## src/rtl/adsr_pkg.sv

```systemverilog
// adsr_pkg: constants and types shared by the envelope detector and the
// ADSR generator.
//   WAVE_MAX     full-scale wave/envelope value
//   det_state_e  detector state encoding (driven on DetState)
//   rate_step    one smoothing step: ((diff * coef) >> 24) + 1
package adsr_pkg;

  localparam logic [23:0] WAVE_MAX = 24'hFFFFFF;

  typedef enum logic [1:0] {
    DET_IDLE    = 2'b00,
    DET_ATTACK  = 2'b01,
    DET_HOLD    = 2'b10,
    DET_RELEASE = 2'b11
  } det_state_e;

  // The product is formed at 48 bits, so it cannot overflow. The shifted
  // product is below 2^24, so the +1 still fits in 25 bits.
  function automatic logic [24:0] rate_step(input logic [23:0] diff,
                                            input logic [23:0] coef);
    logic [47:0] prod;
    prod = {24'd0, diff} * {24'd0, coef};
    return 25'((prod >> 24) + 48'd1);
  endfunction

endpackage

```

## src/rtl/envelope_detector_if.sv

```systemverilog
// envelope_detector_if: sample/coefficient inputs and detector outputs.
//   master: drives SampleValid, Sample, Attack, Release, ThreshOn, ThreshOff;
//           observes Envelope, EnvValid, Gate, Running, DetState
//   slave : the detector side (opposite directions)
interface envelope_detector_if;
  logic        SampleValid;
  logic [23:0] Sample;
  logic [23:0] Attack;
  logic [23:0] Release;
  logic [23:0] ThreshOn;
  logic [23:0] ThreshOff;
  logic [23:0] Envelope;
  logic        EnvValid;
  logic        Gate;
  logic        Running;
  logic [1:0]  DetState;

  modport master (
    output SampleValid, Sample, Attack, Release, ThreshOn, ThreshOff,
    input  Envelope, EnvValid, Gate, Running, DetState
  );

  modport slave (
    input  SampleValid, Sample, Attack, Release, ThreshOn, ThreshOff,
    output Envelope, EnvValid, Gate, Running, DetState
  );
endinterface

```

## src/rtl/env_magnitude.sv

```systemverilog
// env_magnitude: stage 1 of the envelope detector. It registers the
// saturated magnitude of an offset-binary sample.
//   Clock, Reset : clock and synchronous active-low reset
//   in_valid     : a sample is present this cycle
//   sample       : offset-binary sample (24'h800000 is zero)
//   m_valid      : mag holds a new value this cycle
//   mag          : min(|sample - 24'h800000| << 1, WAVE_MAX)
module env_magnitude #(
  parameter logic [23:0] WAVE_MAX = adsr_pkg::WAVE_MAX
) (
  input  logic        Clock,
  input  logic        Reset,
  input  logic        in_valid,
  input  logic [23:0] sample,
  output logic        m_valid,
  output logic [23:0] mag
);

  logic [23:0] abs_v;
  logic [24:0] dbl;
  logic [23:0] sat;

  always_comb begin
    abs_v = (sample >= 24'h800000) ? sample - 24'h800000 : 24'h800000 - sample;
    dbl   = {abs_v, 1'b0};
    sat   = (dbl > {1'b0, WAVE_MAX}) ? WAVE_MAX : dbl[23:0];
  end

  always_ff @(posedge Clock) begin
    if (!Reset) begin
      m_valid <= 1'b0;
      mag     <= '0;
    end else begin
      m_valid <= in_valid;
      if (in_valid) mag <= sat;
    end
  end

endmodule

```

## src/rtl/envelope_detector.sv

```systemverilog
// envelope_detector: attack/release envelope follower with a gate-recovery
// FSM. The pipeline has two stages: the magnitude, then the envelope update.
// The FSM runs in the cycle after each EnvValid pulse.
//   Clock, Reset : clock and synchronous active-low reset
//   bus (slave)  : SampleValid/Sample in, Attack/Release rates,
//                  ThreshOn/ThreshOff levels; Envelope, EnvValid, Gate,
//                  Running, DetState out
module envelope_detector #(
  parameter logic [23:0] WAVE_MAX     = adsr_pkg::WAVE_MAX,
  parameter logic [15:0] HOLD_SAMPLES = 16'd16,
  parameter logic [23:0] ENV_FLOOR    = 24'h000100
) (
  input  logic                Clock,
  input  logic                Reset,
  envelope_detector_if.slave  bus
);

  logic        m_vld;
  logic [23:0] mag;

  env_magnitude #(.WAVE_MAX(WAVE_MAX)) u_mag (
    .Clock    (Clock),
    .Reset    (Reset),
    .in_valid (bus.SampleValid),
    .sample   (bus.Sample),
    .m_valid  (m_vld),
    .mag      (mag)
  );

  // ---- stage 2: envelope update ----
  logic [23:0] env_q;
  logic        env_vld_q;
  logic        rose_q;
  logic        up;
  logic [23:0] diff, coef, env_nxt;
  logic [24:0] step;

  always_comb begin
    up   = mag > env_q;
    diff = up ? mag - env_q : env_q - mag;
    coef = up ? WAVE_MAX - bus.Attack : WAVE_MAX - bus.Release;
    step = adsr_pkg::rate_step(diff, coef);
    // If the step would overshoot, clamp to M. This path also covers
    // M == Envelope: diff is 0, so the step always overshoots.
    if (step >= {1'b0, diff}) env_nxt = mag;
    else if (up)              env_nxt = env_q + step[23:0];
    else                      env_nxt = env_q - step[23:0];
  end

  always_ff @(posedge Clock) begin
    if (!Reset) begin
      env_q     <= '0;
      env_vld_q <= 1'b0;
      rose_q    <= 1'b0;
    end else begin
      env_vld_q <= m_vld;
      if (m_vld) begin
        env_q  <= env_nxt;
        rose_q <= up;
      end
    end
  end

  // ---- gate FSM ----
  adsr_pkg::det_state_e st_q;
  logic        gate_q, run_q;
  logic [15:0] hold_cnt;
  logic [23:0] off_lvl;

  assign off_lvl = (bus.ThreshOff < bus.ThreshOn) ? bus.ThreshOff : bus.ThreshOn;

  always_ff @(posedge Clock) begin
    if (!Reset) begin
      st_q     <= adsr_pkg::DET_IDLE;
      gate_q   <= 1'b0;
      run_q    <= 1'b0;
      hold_cnt <= '0;
    end else if (env_vld_q) begin
      case (st_q)
        adsr_pkg::DET_IDLE:
          if (env_q >= bus.ThreshOn) begin
            st_q     <= adsr_pkg::DET_ATTACK;
            gate_q   <= 1'b1;
            run_q    <= 1'b1;
            hold_cnt <= '0;
          end
        adsr_pkg::DET_ATTACK:
          if (!rose_q) begin
            st_q     <= adsr_pkg::DET_HOLD;
            hold_cnt <= '0;
          end
        adsr_pkg::DET_HOLD:
          // The counter value from earlier updates is compared first, so
          // the gate stays high for HOLD_SAMPLES updates after HOLD entry.
          if (hold_cnt == HOLD_SAMPLES && env_q < off_lvl) begin
            st_q   <= adsr_pkg::DET_RELEASE;
            gate_q <= 1'b0;
          end else if (hold_cnt != HOLD_SAMPLES) begin
            hold_cnt <= hold_cnt + 16'd1;
          end
        adsr_pkg::DET_RELEASE:
          if (env_q >= bus.ThreshOn) begin
            st_q     <= adsr_pkg::DET_ATTACK;
            gate_q   <= 1'b1;
            hold_cnt <= '0;
          end else if (env_q < ENV_FLOOR) begin
            st_q  <= adsr_pkg::DET_IDLE;
            run_q <= 1'b0;
          end
        default: st_q <= adsr_pkg::DET_IDLE;
      endcase
    end
  end

  assign bus.Envelope = env_q;
  assign bus.EnvValid = env_vld_q;
  assign bus.Gate     = gate_q;
  assign bus.Running  = run_q;
  assign bus.DetState = st_q;

endmodule
```

## src/flat_wrapper.sv

```systemverilog
// flat-port wrapper written by rule: the top's interface ports become plain ports
module envelope_detector_flat 
#(
  parameter logic [23:0] WAVE_MAX     = adsr_pkg::WAVE_MAX,
  parameter logic [15:0] HOLD_SAMPLES = 16'd16,
  parameter logic [23:0] ENV_FLOOR    = 24'h000100
)
  (Clock, Reset, bus_SampleValid, bus_Sample, bus_Attack, bus_Release, bus_ThreshOn, bus_ThreshOff, bus_Envelope, bus_EnvValid, bus_Gate, bus_Running, bus_DetState);
  envelope_detector_if bus_i ();
  input  logic Clock;
  input  logic Reset;
  input wire logic [$bits(bus_i.SampleValid)-1:0] bus_SampleValid;
  input wire logic [$bits(bus_i.Sample)-1:0] bus_Sample;
  input wire logic [$bits(bus_i.Attack)-1:0] bus_Attack;
  input wire logic [$bits(bus_i.Release)-1:0] bus_Release;
  input wire logic [$bits(bus_i.ThreshOn)-1:0] bus_ThreshOn;
  input wire logic [$bits(bus_i.ThreshOff)-1:0] bus_ThreshOff;
  output wire logic [$bits(bus_i.Envelope)-1:0] bus_Envelope;
  output wire logic [$bits(bus_i.EnvValid)-1:0] bus_EnvValid;
  output wire logic [$bits(bus_i.Gate)-1:0] bus_Gate;
  output wire logic [$bits(bus_i.Running)-1:0] bus_Running;
  output wire logic [$bits(bus_i.DetState)-1:0] bus_DetState;
  assign bus_i.SampleValid = bus_SampleValid;
  assign bus_i.Sample = bus_Sample;
  assign bus_i.Attack = bus_Attack;
  assign bus_i.Release = bus_Release;
  assign bus_i.ThreshOn = bus_ThreshOn;
  assign bus_i.ThreshOff = bus_ThreshOff;
  assign bus_Envelope = bus_i.Envelope;
  assign bus_EnvValid = bus_i.EnvValid;
  assign bus_Gate = bus_i.Gate;
  assign bus_Running = bus_i.Running;
  assign bus_DetState = bus_i.DetState;
  envelope_detector #(.WAVE_MAX(WAVE_MAX), .HOLD_SAMPLES(HOLD_SAMPLES), .ENV_FLOOR(ENV_FLOOR)) u_core (.Clock(Clock), .Reset(Reset), .bus(bus_i));
endmodule
```

## config.mk

```make
export PLATFORM = sky130hd
export DESIGN_NAME = envelope_detector_flat
export DESIGN_NICKNAME = d
export VERILOG_FILES = /design/src/rtl/adsr_pkg.sv /design/src/rtl/envelope_detector_if.sv /design/src/rtl/env_magnitude.sv /design/src/rtl/envelope_detector.sv /design/src/flat_wrapper.sv
export SDC_FILE = /design/constraint.sdc
export NUM_CORES = 2
export LEC_CHECK = 0
export ABC_CLOCK_PERIOD_IN_PS = 33200
export CAP_MARGIN = 0
export CORE_MARGIN = 2
export CORE_UTILIZATION = 62
export CTS_BUF_LIST = sky130_fd_sc_hd__clkbuf_16
export CTS_CLUSTER_SIZE = 20
export DETAILED_ROUTE_END_ITERATION = 7
export PLACE_DENSITY = 0.9
export SYNTH_ARGS = -nofsm -noshare
export SYNTH_HDL_FRONTEND = slang
export SYNTH_SLANG_ARGS = --single-unit
```

## constraint.sdc

```tcl
create_clock -name Clock -period 33.2 [get_ports Clock]
set_clock_uncertainty 0.15 [all_clocks]
set_input_delay 8.3 -clock Clock [delete_from_list [all_inputs] [get_ports Clock]]
set_output_delay 8.3 -clock Clock [all_outputs]
set_load 0.005 [all_outputs]
```

==> flow_metrics.py <==
metrics = {
    "status": {
        "status": "finished, final reports clean",
    },
    "cells_and_area": {
        "fin_area_um2": 31500,
        "final_common_cell": "inv_1",
        "drive_gt1_frac": 0.0379,
        "nets": 4614,
        "fillerInstances": 3534,
        "mostFrequentLayoutCells": "inv_1, fa_1, nand2_1",
        "areaGrowthSynthToFinish_pct": 8.70,
    },
    "floorplanning": {
        "core_region_area_um2": 46400,
        "ios": 152,
        "start_util": 0.626,
        "die_area_um2": 48500,
        "die_w_um": 220,
        "rows": 79,
        "die_y_um": 220,
    },
    "flow_run": {
        "maxCapViolCount": 0,
    },
    "timing": {
        "finalMaxSlewViolations": 0,
        "period_share": 0.637,
        "slew_headroom": 0.188,
        "finalHoldViolCount": 0,
        "worstMarginPinSlew_ns": 1.18,
        "totalNegativeSetupSlack_ns": 0,
        "fmax_mhz": 47.3,
        "rsz0062_at_grt": "no",
        "setup_viol": 0,
        "final.min_clock_period_ns": 21.15,
    },
    "grt": {
        "busiest_layer": "met2",
        "met3_usage": 0.113,
        "grt_antenna_before_repair": 2,
        "grt_pass1_vias": 27400,
        "overflow": 0,
        "met1_usage": 0.451,
        "grt_first_pass_wirelength_um": 142000,
        "grt_max_degree": 51,
        "met2_usage": 0.595,
        "grt_usage": 0.376,
    },
    "setup_path": {
        "cpMaxStageDelayCell": "nand2_1",
        "worstPathArrival_ns": 21.28,
        "rr_worst_depth": 64,
        "setup.worst_path.end_class": "flip-flop",
        "critPathLaunchType": "input pin",
        "required_ns": 33.33,
        "critPathMaxFanout": 22,
        "cpMostUsedCell": "fa_1",
        "crit_type": "in -> reg",
        "crit_path_max_incr_delay_ns": 0.70,
    },
    "drt": {
        "drt_pre_antenna_iters": 8,
        "drc": 0,
        "dr_total_vias": 26500,
        "final_antenna_net_count": 0,
        "wl_per_cell_um": 20.7,
        "drt-initial-drc-count": 2746,
        "wl_um": 88700,
        "avgViaCountPerCell": 6.19,
    },
    "yosys": {
        "synth_area_um2": 29000,
        "synth_top_family_by_area": "adder cells",
        "synth_nets": 4538,
        "syn-instance-count": 3587,
        "synth_ff_type": "dfxtp_1",
        "synth-adder-area-share": 0.483,
        "ys_ff_latch": 71,
        "ys_warn_count": 0,
        "synth_seq_area_share": 0.0490,
        "synth_area_per_cell_um2": 8.08,
        "async_flop_share": 0,
        "synth_edf_count": 0,
        "synth_cell_type_count": 92,
        "synth-xor-area-share": 0.0406,
        "synth_simple_gate_area_share": 0.183,
        "synth-compound-area-share": 0.109,
        "synthMuxAreaShare": 0.0293,
    },
    "clocking": {
        "hold_buffers": 0,
        "path_clk_slew_ns": 0.07,
        "cts_max_level": 3,
        "clock_path_buffers": 2,
        "numClockSinks": 71,
        "cts_buffers": 9,
        "clock_latency_ns": 0.35,
        "post-cts-setup-buffer-count": 0,
        "cts_root_buf": "clkbuf_16",
        "cts_resized": 0,
        "cts_tree": "done",
    },
    "placed_design": {
        "hpwl_um": 69600,
        "gp_congestion": 1.01,
        "placed_area_um2": 31200,
        "port_buffers": 151,
    },
    "min_path": {
        "worstHoldPathCells": 2,
        "min_path_type": "reg -> reg",
    },
}
[state kept, by name, summed over array words and instances (netlist names)]
register	cells
u_core.bus.Running	1
u_core.bus.Envelope	24
u_core.bus.DetState	2
u_core.hold_cnt	16
u_core.bus.EnvValid	1
u_core.u_mag.mag	24
u_core.bus.Gate	1
u_core.rose_q	1
u_core.u_mag.m_valid	1
[synth_stat cells (11+ instances only)]
library cell	number	area (um2)
o21a_1	17	128
o211ai_1	11	82.6
nand2b_1	36	225
o21bai_1	12	90.1
and3_1	21	131
a21o_1	58	435
nand4_1	28	175
xnor2_1	87	762
nor4_1	16	100
nand2_1	438	1640
ha_1	344	4300
inv_1	672	2520
mux2i_1	77	771
fa_1	484	9690
nor3_1	49	245
dfxtp_1	71	1420
nand3_1	59	295
o31ai_1	11	82.6
clkbuf_1	118	443
a21oi_1	151	756
a31oi_1	16	100
or2_2	14	87.6
nor2b_1	24	150
and2_1	23	144
nor2_1	414	1550
a211oi_1	32	240
xor2_1	43	377
o21ai_0	73	365
[critical path, delay by kind of cell]
family                   cells  cell delay [ns]
XOR/XNOR                     3             0.63
adder cells (fa/ha/maj)     10             4.63
buffers and inverters        5             0.85
AO/OA/AOI/OAI               18             3.99
multiplexers                 1             0.24
AND/OR/NAND/NOR              9             2.59
[metrics by stage]
stage	instances	worst slack (ns)	utilization	hold slack [ns]
final	4276	12.05	0.680	0.384
after global routing	4275	10.99	0.680	0.417
after CTS	4275	12.20	0.680	0.377
after detailed placement	4259	11.87	0.673	0.365
after global placement	4259	12.21	0.673	0.352
after floorplan	3587	13.85	-	0.310
[kinds of logic after synthesis]
family / Yosys count
AO/OA/AOI/OAI: 478
multiplexers: 84
AND/OR/NAND/NOR: 1180
adder cells (fa/ha/maj): 828
flip-flops: 71
buffers and inverters: 814
XOR/XNOR: 132
[layer usage]
metal / share of wire / routed length, um / vias to the layer above
li1: - / - / 11600
met4: 0.076 / 6760 / 2
met2: 0.45 / 39700 / 1715
met3: 0.13 / 11400 / 529
met1: 0.35 / 30800 / 12700
met5: 0.00070 / 62 / -
[area by class of cell]
cell class / count / area [um2] / area share
diodes: 1 / 2.50 / 0.0000794
clock buffers: 9 / 225 / 0.00714
clock inverters: 7 / 105 / 0.00333
inverters: 678 / 2540 / 0.0807
multi-input cells: 2702 / 24600 / 0.780
flip-flops and latches: 71 / 1420 / 0.0451
well taps: 607 / 759 / 0.0241
repair buffers: 201 / 1890 / 0.0599
[final timing paths]
kind / from / end / slack [ns]
setup / recovery: bus_Attack[0] / u_core.bus.Envelope[23] / 12.05
hold / removal: u_core.hold_cnt[15] / u_core.hold_cnt[15] / 0.38
setup reg to reg: u_core.bus.Envelope[15] / u_core.bus.Envelope[23] / 14.98
hold reg to reg: u_core.hold_cnt[15] / u_core.hold_cnt[15] / 0.38
Power is not shown: default switching activity piles up to over one toggle a cycle in this logic, so the estimate is an artifact.
